$ cat src/rtl/usb_fs_rx_pkg.sv
// Shared types and constants for the full-speed USB receive front-end.
package usb_fs_rx_pkg;

  // Encoding is {dp, dn} as seen after the synchronizer.
  typedef enum logic [1:0] {
    LsSe0 = 2'b00,
    LsK   = 2'b01,
    LsJ   = 2'b10,
    LsSe1 = 2'b11
  } line_state_e;

  // SYNC decoded LSB-first: seven zeros followed by a one.
  localparam logic [7:0]  SyncPattern = 8'h80;
  localparam int unsigned StuffLimit  = 6;

  typedef enum logic [2:0] {
    StIdle,
    StSync,
    StData,
    StEop,
    StAbort
  } rx_state_e;

endpackage

$ cat src/rtl/usb_fs_rx_if.sv
// Line inputs and packet-layer outputs of the receive front-end.
interface usb_fs_rx_if;
  logic       dp_i;
  logic       dn_i;
  logic       rx_active;
  logic       rx_valid;
  logic [7:0] rx_data;
  logic       rx_err;
  logic       line_se0;

  // Receiver side: samples the line, produces bytes.
  modport master (
    input  dp_i, dn_i,
    output rx_active, rx_valid, rx_data, rx_err, line_se0
  );

  // Line driver / packet-layer side.
  modport slave (
    output dp_i, dn_i,
    input  rx_active, rx_valid, rx_data, rx_err, line_se0
  );
endinterface

$ cat src/rtl/usb_fs_rx_dpll.sv
// Input synchronizer, line-state decode and 4x oversampling bit-clock recovery.
module usb_fs_rx_dpll
  import usb_fs_rx_pkg::*;
#(
  parameter int unsigned OVERSAMPLE  = 4,
  parameter int unsigned SYNC_STAGES = 2
) (
  input  logic        clk,
  input  logic        rst,
  input  logic        dp_i,
  input  logic        dn_i,
  output line_state_e line_state_o,
  output logic        bit_strobe_o
);

  logic [SYNC_STAGES-1:0] dp_sync_q, dn_sync_q;
  line_state_e            ls_raw, ls_q;
  logic [1:0]             phase_q, phase_d;

  // Synchronizer chain, preset to idle J so reset never looks like a transition.
  always_ff @(posedge clk or posedge rst) begin
    if (rst) begin
      dp_sync_q <= '1;
      dn_sync_q <= '0;
    end else begin
      dp_sync_q <= {dp_sync_q[SYNC_STAGES-2:0], dp_i};
      dn_sync_q <= {dn_sync_q[SYNC_STAGES-2:0], dn_i};
    end
  end

  assign ls_raw = line_state_e'({dp_sync_q[SYNC_STAGES-1], dn_sync_q[SYNC_STAGES-1]});

  // Any line transition realigns the phase; otherwise free-run modulo 4.
  always_comb begin
    phase_d = phase_q + 2'd1;
    if (ls_raw != ls_q) phase_d = 2'd0;
  end

  // Registered line state and phase counter.
  always_ff @(posedge clk or posedge rst) begin
    if (rst) begin
      ls_q    <= LsJ;
      phase_q <= 2'd0;
    end else begin
      ls_q    <= ls_raw;
      phase_q <= phase_d;
    end
  end

  assign line_state_o = ls_q;
  assign bit_strobe_o = (phase_q == 2'(OVERSAMPLE / 2));

endmodule

$ cat src/rtl/usb_fs_rx.sv
// Full-speed receive front-end: NRZI decode, unstuffing, SYNC/EOP framing, byte assembly.
module usb_fs_rx
  import usb_fs_rx_pkg::*;
#(
  parameter int unsigned OVERSAMPLE  = 4,
  parameter int unsigned SYNC_STAGES = 2
) (
  input  logic         clk,
  input  logic         rst,
  usb_fs_rx_if.master  bus
);

  line_state_e line_state;
  logic        bit_strobe;

  usb_fs_rx_dpll #(
    .OVERSAMPLE  (OVERSAMPLE),
    .SYNC_STAGES (SYNC_STAGES)
  ) u_dpll (
    .clk          (clk),
    .rst          (rst),
    .dp_i         (bus.dp_i),
    .dn_i         (bus.dn_i),
    .line_state_o (line_state),
    .bit_strobe_o (bit_strobe)
  );

  rx_state_e   state_q, state_d;
  line_state_e last_ls_q, last_ls_d;
  logic [2:0]  cnt_q, cnt_d;    // SYNC bit index, data bit index, or ABORT J run
  logic [2:0]  ones_q, ones_d;
  logic [7:0]  shreg_q, shreg_d;
  logic        se0_seen_q, se0_seen_d;
  logic        rx_active_q, rx_active_d;
  logic        rx_valid_q, rx_valid_d;
  logic [7:0]  rx_data_q, rx_data_d;
  logic        rx_err_q, rx_err_d;
  logic        line_se0_q;
  logic        nrzi_bit;
  logic        is_jk;

  assign nrzi_bit = (line_state == last_ls_q);
  assign is_jk    = (line_state == LsJ) || (line_state == LsK);

  // Next-state and output decode; everything advances only on a bit strobe.
  always_comb begin
    state_d     = state_q;
    last_ls_d   = last_ls_q;
    cnt_d       = cnt_q;
    ones_d      = ones_q;
    shreg_d     = shreg_q;
    se0_seen_d  = se0_seen_q;
    rx_active_d = rx_active_q;
    rx_valid_d  = 1'b0;
    rx_data_d   = rx_data_q;
    rx_err_d    = 1'b0;
    if (bit_strobe) begin
      last_ls_d = line_state;
      case (state_q)
        StIdle: begin
          if (line_state == LsK && last_ls_q == LsJ) begin
            state_d = StSync;
            cnt_d   = 3'd1;
          end
        end
        StSync: begin
          if (!is_jk || nrzi_bit != SyncPattern[cnt_q]) begin
            state_d = StIdle;
          end else if (cnt_q == 3'd7) begin
            state_d     = StData;
            rx_active_d = 1'b1;
            cnt_d       = 3'd0;
            // The trailing SYNC one starts the stuffing run.
            ones_d      = 3'd1;
          end else begin
            cnt_d = cnt_q + 3'd1;
          end
        end
        StData: begin
          if (line_state == LsSe0) begin
            state_d  = StEop;
            rx_err_d = (cnt_q != 3'd0);
          end else if (line_state == LsSe1 ||
                       (ones_q == 3'(StuffLimit) && nrzi_bit)) begin
            state_d    = StAbort;
            rx_err_d   = 1'b1;
            cnt_d      = 3'd0;
            se0_seen_d = 1'b0;
          end else if (ones_q == 3'(StuffLimit)) begin
            ones_d = 3'd0;  // stuffed zero, dropped
          end else begin
            ones_d  = nrzi_bit ? ones_q + 3'd1 : 3'd0;
            shreg_d = {nrzi_bit, shreg_q[7:1]};
            cnt_d   = cnt_q + 3'd1;
            if (cnt_q == 3'd7) begin
              rx_valid_d = 1'b1;
              rx_data_d  = shreg_d;
            end
          end
        end
        StEop: begin
          if (line_state == LsJ) begin
            state_d     = StIdle;
            rx_active_d = 1'b0;
          end
        end
        StAbort: begin
          if (line_state == LsSe0) begin
            se0_seen_d = 1'b1;
            cnt_d      = 3'd0;
          end else if (line_state == LsJ) begin
            if (se0_seen_q || cnt_q == 3'd7) begin
              state_d     = StIdle;
              rx_active_d = 1'b0;
            end else begin
              cnt_d = cnt_q + 3'd1;
            end
          end else begin
            se0_seen_d = 1'b0;
            cnt_d      = 3'd0;
          end
        end
        default: state_d = StIdle;
      endcase
    end
  end

  // State and output registers.
  always_ff @(posedge clk or posedge rst) begin
    if (rst) begin
      state_q     <= StIdle;
      last_ls_q   <= LsJ;
      cnt_q       <= 3'd0;
      ones_q      <= 3'd0;
      shreg_q     <= 8'h00;
      se0_seen_q  <= 1'b0;
      rx_active_q <= 1'b0;
      rx_valid_q  <= 1'b0;
      rx_data_q   <= 8'h00;
      rx_err_q    <= 1'b0;
      line_se0_q  <= 1'b0;
    end else begin
      state_q     <= state_d;
      last_ls_q   <= last_ls_d;
      cnt_q       <= cnt_d;
      ones_q      <= ones_d;
      shreg_q     <= shreg_d;
      se0_seen_q  <= se0_seen_d;
      rx_active_q <= rx_active_d;
      rx_valid_q  <= rx_valid_d;
      rx_data_q   <= rx_data_d;
      rx_err_q    <= rx_err_d;
      line_se0_q  <= (line_state == LsSe0);
    end
  end

  assign bus.rx_active = rx_active_q;
  assign bus.rx_valid  = rx_valid_q;
  assign bus.rx_data   = rx_data_q;
  assign bus.rx_err    = rx_err_q;
  assign bus.line_se0  = line_se0_q;

endmodule

$ cat src/flat_wrapper.sv
// flat-port wrapper written by rule: the top's interface ports become plain ports
module usb_fs_rx_flat import usb_fs_rx_pkg::*;
#(
  parameter int unsigned OVERSAMPLE  = 4,
  parameter int unsigned SYNC_STAGES = 2
)
  (clk, rst, bus_dp_i, bus_dn_i, bus_rx_active, bus_rx_valid, bus_rx_data, bus_rx_err, bus_line_se0);
  usb_fs_rx_if bus_i ();
  input  logic clk;
  input  logic rst;
  input wire logic [$bits(bus_i.dp_i)-1:0] bus_dp_i;
  input wire logic [$bits(bus_i.dn_i)-1:0] bus_dn_i;
  output wire logic [$bits(bus_i.rx_active)-1:0] bus_rx_active;
  output wire logic [$bits(bus_i.rx_valid)-1:0] bus_rx_valid;
  output wire logic [$bits(bus_i.rx_data)-1:0] bus_rx_data;
  output wire logic [$bits(bus_i.rx_err)-1:0] bus_rx_err;
  output wire logic [$bits(bus_i.line_se0)-1:0] bus_line_se0;
  assign bus_i.dp_i = bus_dp_i;
  assign bus_i.dn_i = bus_dn_i;
  assign bus_rx_active = bus_i.rx_active;
  assign bus_rx_valid = bus_i.rx_valid;
  assign bus_rx_data = bus_i.rx_data;
  assign bus_rx_err = bus_i.rx_err;
  assign bus_line_se0 = bus_i.line_se0;
  usb_fs_rx #(.OVERSAMPLE(OVERSAMPLE), .SYNC_STAGES(SYNC_STAGES)) u_core (.clk(clk), .rst(rst), .bus(bus_i));
endmodule
$ cat config.mk
export PLATFORM = sky130hd
export DESIGN_NAME = usb_fs_rx_flat
export DESIGN_NICKNAME = d
export VERILOG_FILES = /design/src/rtl/usb_fs_rx_pkg.sv /design/src/rtl/usb_fs_rx_if.sv /design/src/rtl/usb_fs_rx_dpll.sv /design/src/rtl/usb_fs_rx.sv /design/src/flat_wrapper.sv
export SDC_FILE = /design/constraint.sdc
export NUM_CORES = 1
export LEC_CHECK = 0
export CAP_MARGIN = 0
export CORE_MARGIN = 10
export CORE_UTILIZATION = 57
export DETAILED_ROUTE_END_ITERATION = 16
export PLACE_DENSITY = 0.86
export SLEW_MARGIN = 20
export SYNTH_ARGS = -nofsm -noshare
export SYNTH_HDL_FRONTEND = slang
export SYNTH_SLANG_ARGS = --single-unit
$ cat constraint.sdc
create_clock -name clk -period 2.6 [get_ports clk]
set_input_delay 0.26 -clock clk [delete_from_list [all_inputs] [get_ports clk]]
set_output_delay 0.26 -clock clk [all_outputs]
set_load 0.1 [all_outputs]
# After elaboration in Yosys (flattened, before gate mapping)
# Memory sizes are Yosys's and may differ from the RTL's.
# Cells that the tools add are included.
[totals]
reg_bits = 40
mem_bits_ro = 8
output_inout_bits = 12
mem_count = 1
[op_classes]
add_sub_neg = 3
order_cmp = 1
eq_ne = 29
muxes = 50
n_bitwise = 3
n_reduce_logical = 21
[memory_table]
columns = ["name", "words", "width", "rd", "rd_ports_with_merged_regs", "wr", "line_no", "rtl"]
rows = [
  ["(name not given)", 8, 1, 1, 0, 0, "usb_fs_rx.sv:67", "if (!is_jk || nrzi_bit != SyncPattern[cnt_q]) begin"],
]
[ops]
columns = ["cell", "count"]
rows = [
  ["$mux 3", 23],
  ["$mux 1", 21],
  ["$reduce_and 8->1", 2],
  ["$pmux 3 s5", 1],
  ["$ne 2x1->1 const B", 6],
  ["$pmux 3 s4", 1],
  ["$reduce_and 6->1", 2],
  ["$reduce_and 5->1", 2],
  ["$eq 3x3->1 const B", 3],
  ["$eq 2x2->1 const B", 4],
  ["$ne 2x2->1 const B", 4],
  ["$reduce_and 7->1", 1],
  ["$add 3x1->3 const B", 2],
  ["$eq 3x2->1 const B", 2],
  ["$ne 3x1->1 const B", 2],
  ["$ne 3x3->1 const B", 2],
  ["$pmux 3 s2", 1],
  ["$reduce_bool 3->1", 2],
  ["$logic_or 1x1->1", 4],
  ["$lt 3x4->1 const B", 1],
  ["$ne 4x4->1 const B", 1],
  ["$reduce_bool 2->1", 2],
  ["$reduce_bool 4->1", 1],
  ["$eq 3x1->1 const B", 1],
  ["other kinds (13)", 16],
]

# Logic depth before layout (Yosys ltp)
[logic_depth]
depth_word = 7
depth_mapped = 8
depth_no_buf = 7

# By module
# A second synthesis with hierarchy kept.
[hier_totals]
cells_unflattened = 179
area_unflattened_um2 = 2000.7
[modules_own_cells]
columns = ["mod", "instances", "cells_each", "area_each_um2", "seq_area_each_um2"]
rows = [
  ["usb_fs_rx", 1, 164, 1749.2, 777.0],
  ["usb_fs_rx_dpll", 1, 15, 251.5, 203.9],
]

# Worst setup path before layout
# Ideal clock, no wire load.
[synth_timing]
path_type = "register to register"
from = "reg u_core.u_dpll.ls_q[0], in the netlist u_core.u_dpll.line_state_o[0]"
to = "reg u_core.shreg_q[1]"
setup_time_ns = 0.125
arrival_time_ns = 1.903
setup_slack_ns = 0.572
stages_incl_launch_ff = 7
synth_period_minus_slack_ns = 2.028
path_cell_list = "dfrtp_1 > ha_1 > or4b_4 > nor2_4 > and3_1 > buf_4 > mux2_2"
[synth_via]
elab_chain_len = 5
[synth_rtl]
columns = ["item", "line_no", "rtl"]
rows = [
  ["start, declared", "usb_fs_rx_dpll.sv:17", "line_state_e ls_raw, ls_q;"],
  ["start signal, assigned", "usb_fs_rx_dpll.sv:42", "ls_q <= LsJ;"],
  ["start signal, assigned", "usb_fs_rx_dpll.sv:45", "ls_q <= ls_raw;"],
  ["$eq 2x2->1", "usb_fs_rx.sv:42", "assign nrzi_bit = (line_state == last_ls_q);"],
  ["$logic_and 1x1->1", "usb_fs_rx.sv:84", "(ones_q == 3'(StuffLimit) && nrzi_bit)) begin"],
  ["$logic_or 1x1->1", "usb_fs_rx.sv:83", "end else if (line_state == LsSe1 ||"],
  ["$not 1->1 (no source line)", "n/a", ""],
  ["$reduce_and 5->1 (no source line) *", "n/a", ""],
  ["end signal, assigned", "usb_fs_rx.sv:147", "shreg_q <= shreg_d;"],
  ["end, declared", "usb_fs_rx.sv:32", "logic [7:0] shreg_q, shreg_d;"],
]
# Every way passes the cells marked *; elsewhere a longest branch is shown, timed or not.
# A chain may end at the register's enable or synchronous reset.

# Worst setup path after layout
[layout_timing]
from = "reg u_core.u_dpll.ls_q[1], in the netlist u_core.u_dpll.line_state_o[1]"
to = "reg u_core.state_q[1]"
[layout_via]
elab_chain_len = 6
[layout_rtl]
columns = ["item", "line_no", "rtl"]
rows = [
  ["$eq 2x2->1 or $eq 2x1->1 (tied branches)", "n/a", ""],
  ["$logic_or 1x1->1", "usb_fs_rx.sv:43", "assign is_jk = (line_state == LsJ) || (line_state == LsK);"],
  ["$logic_not 1->1", "usb_fs_rx.sv:67", ""],
  ["$logic_or 1x1->1", "usb_fs_rx.sv:67", ""],
  ["$ne 3x1->1 (no source line) or $mux 3 (tied branches)", "n/a", ""],
  ["$reduce_and 8->1 (no source line) or $pmux 3 s5 (tied branches)", "n/a", ""],
  ["end signal, assigned", "usb_fs_rx.sv:131", "state_q <= StIdle;"],
  ["end signal, assigned", "usb_fs_rx.sv:143", "state_q <= state_d;"],
  ["end, declared", "usb_fs_rx.sv:28", "rx_state_e state_q, state_d;"],
]
# Several ways; a longest one is shown, not always the timed one.

==> results.py <==
metrics = {
    "critical_path": {
        "start_kind": "flop",
        "worst_path_max_delay_cell": "dfstp_2",
        "worstPathArrival_ps": 2600,
        "startpoint": "u_core.u_dpll.line_state_o[1]$_DFF_PP1_",
        "worst_path_largest_cell_delay_ps": 610,
        "critPathMaxFanout": 6,
        "end_kind": "flop",
        "rr_worst_depth": 7,
        "crit_chain": "inv_1, ha_1, nor4bb_1, nor3b_1, nand3b_1, a21oi_1, mux2_1",
        "cp.required_ps": 2860,
        "crit_type": "reg -> reg",
        "timing.rr.start": "u_core.u_dpll.line_state_o[1]$_DFF_PP1_",
        "r2r_setup_slack_ps": 260,
        "r2r-end": "u_core.state_q[1]$_DFFE_PP0P_",
    },
    "placement": {
        "hpwlAfterDp_um": 3080,
        "portBuffers": 15,
        "place_congestion": 0.855,
        "place_ws_ps": 314,
    },
    "clocking": {
        "postCtsHoldBufs": 0,
        "post_cts_buffers": 0,
        "post_cts_resized": 0,
        "root_buffer": "clkbuf_4",
        "clk_pin_slew_ps": 130,
        "cts.path.max_buffers": 2,
        "cts_made_buffers": 5,
        "cts_max_level": 2,
        "cts_tree": "yes",
        "clk_latency_ps": 360,
        "clock-sinks": 39,
    },
    "layout": {
        "layout_commonest_cell": "dfrtp_1",
        "drive_gt1_share_pct": 25.5,
        "final_cell_mix": "35 x dfrtp_1, 17 x mux2_2, 16 x buf_4",
        "register_area_um2": 981,
        "synthToLayoutAreaGrowth_pct": 11.8,
        "multi_input_area_um2": 965,
        "insertedDiodeCount": 0,
        "final_nets": 213,
        "fill_cells": 245,
    },
    "pwr": {
        "p_leak_nw": 1.07,
        "clkPwrFrac_pct": 23.2,
        "power_frac_seq_pct": 49.6,
        "pwr-share-comb_pct": 27.2,
        "powerDensity_nw_per_um2": 660,
        "p_sw_share_pct": 35.4,
        "vdd_drop_max_mv": 0.486,
        "p_int_w": 0.000963,
        "p_sw_w": 0.000529,
        "p_total_w": 0.00149,
    },
    "timing": {
        "setup_viol": 0,
        "tns_ps": 0,
        "fin_crit_sh_pct": 90.0,
        "max_clock_freq_mhz": 428,
        "skew_ps": 13.4,
        "finalWorstSetupSlack_ps": 261,
        "tightestPinTransition_ps": 490,
        "max_slew_margin_pct": 67.1,
        "min_period_ps": 2340,
        "rsz0062_at_grt": "no",
        "hold_violations": 0,
        "slew_viol_final": 0,
        "holdWs_ps": 290,
    },
    "die": {
        "start_util_pct": 59.7,
        "num_rows": 21,
        "core_um2": 3390,
        "die_x_um": 79.6,
        "dieHeight_um": 79.6,
        "ios": 16,
        "die_area_um2": 6330,
    },
    "synth": {
        "synth.cell_area_um2": 2020,
        "avgSynthCellArea_um2": 11.2,
        "async_flop_share_pct": 100,
        "synthTopCellsByArea": "dfrtp_1 43%, mux2_2 9.5%, ha_1 6.2%",
        "syn_inst": 181,
        "synth_top_area_cell": "dfrtp_1",
        "ys_types": 50,
        "synth_top_cell_area_share_pct": 43.3,
        "ys.flop_type": "dfrtp_1",
        "synth-seq-cells": 39,
        "synthesis.nets": 195,
        "yosys_warnings": 0,
        "synth-edff-count": 0,
        "ys_seq_area_share_pct": 48.5,
    },
    "outcome": {
        "outcome": "completed",
    },
    "route": {
        "routedWlPerCell_um": 17.0,
        "drcViolationCount": 0,
        "drt_iter0_markers": 224,
        "finalWirelength_um": 4180,
        "vias": 1481,
        "drt-vias-per-instance": 6.02,
        "postRouteAntennaNets": 0,
        "firstDrtPassIters": 5,
    },
    "min_path": {
        "min_path_type": "in -> async",
    },
    "grt": {
        "grt_pass1_wl_um": 7070,
        "grt_max_degree": 40,
        "grt_usage_pct": 14.0,
        "grt-ovfl-total": 0,
        "antenna_found_initial": 0,
        "grt_pass1_vias": 1492,
    },
    "run": {
        "cap_violations": 0,
    },
}
cell usage after synthesis (2+ instances only):
master,count
dfrtp_1,35
mux2_2,17
inv_1,11
nand2_1,11
ha_1,10
o21ai_0,9
nor2_1,8
a21oi_1,5
clkbuf_1,5
dfstp_2,4
nand3_1,4
nor3b_1,4
xnor2_1,4
a32oi_1,3
and3_1,3
nand2b_1,3
or3b_1,3
buf_2,2
mux2i_1,2
nand3b_1,2
nand4_1,2
nor2b_1,2
nor4bb_1,2
o211ai_1,2
o21ai_1,2
o22ai_1,2
stage by stage:
step	cells	area (um2)	utilization (%)
2_1_floorplan	181	2020	-
3_3_place_gp	238	2190	64.7
3_5_place_dp	238	2190	64.7
4_1_cts	246	2260	66.7
5_1_grt	246	2260	66.7
6_report	246	2260	66.7
power by group through the flow:
stage / logic (W) / registers [W] / clock network (W)
after floorplan: 0.000325 / 0.000719 / 0
after global placement: 0.000381 / 0.000747 / 0
after detailed placement: 0.000398 / 0.000750 / 0
after CTS: 0.000399 / 0.000738 / 0.000350
after global routing: 0.000449 / 0.000751 / 0.000381
final: 0.000406 / 0.000741 / 0.000346
critical path: cells and delay by family, from the launching register on:
kind | cells | cell delay [ps]
AND/OR/NAND/NOR | 3 | 790
flip-flops | 1 | 610
multiplexers | 1 | 360
AO/OA/AOI/OAI | 1 | 210
adder cells (fa/ha/maj) | 1 | 190
buffers and inverters | 1 | 90
area by class of cell:
| cell class | count | share of cell area (%) |
|---|---|---|
| multi-input cells | 123 | 42.6 |
| well taps | 46 | 2.54 |
| clock buffers | 6 | 2.27 |
| flip-flops and latches | 39 | 43.4 |
| clock inverters | 2 | 0.719 |
| inverters | 11 | 1.83 |
| repair buffers | 19 | 6.64 |
worst max path at each step:
stage                     slack (ps)                            end  cells past startpoint
after floorplan                  570  u_core.shreg_q[1]$_DFFE_PP0P_                      6
after global placement           460  u_core.shreg_q[5]$_DFFE_PP0P_                      5
after detailed placement         310  u_core.state_q[1]$_DFFE_PP0P_                      7
after CTS                        280  u_core.state_q[1]$_DFFE_PP0P_                      7
after global routing             140  u_core.state_q[1]$_DFFE_PP0P_                      7
final                            260  u_core.state_q[1]$_DFFE_PP0P_                      7
logic make-up after synthesis:
family | synth area share, %
buffers and inverters | 3.83
flip-flops | 48.5
adder cells (fa/ha/maj) | 6.18
multiplexers | 11.7
XOR/XNOR | 1.73
AND/OR/NAND/NOR | 17.3
AO/OA/AOI/OAI | 10.7
metal layers:
| layer | wire (um) | vias to the layer above | GRT usage [%] | share of wire [%] |
|---|---|---|---|---|
| li1 | - | 688 | - | - |
| met1 | 1750 | 724 | 16.8 | 42 |
| met2 | 2130 | 62 | 23.1 | 51 |
| met3 | 246 | 7 | 3.72 | 5.9 |
| met4 | 52 | 0 | 5.73 | 1.2 |
| met5 | 0 | - | 0 | 0 |
flip-flops by register name, summed over array words and instances, names as in the netlist:
register,flops
u_core.bus.rx_data,8
u_core.shreg_q,7
u_core.cnt_q,3
u_core.ones_q,3
u_core.state_q,3
u_core.last_ls_q,2
u_core.u_dpll.dn_sync_q,2
u_core.u_dpll.dp_sync_q,2
u_core.u_dpll.line_state_o,2
u_core.u_dpll.phase_q,2
u_core.bus.line_se0,1
u_core.bus.rx_active,1
u_core.bus.rx_err,1
u_core.bus.rx_valid,1
u_core.se0_seen_q,1
Power figures use the tool's default switching activity.
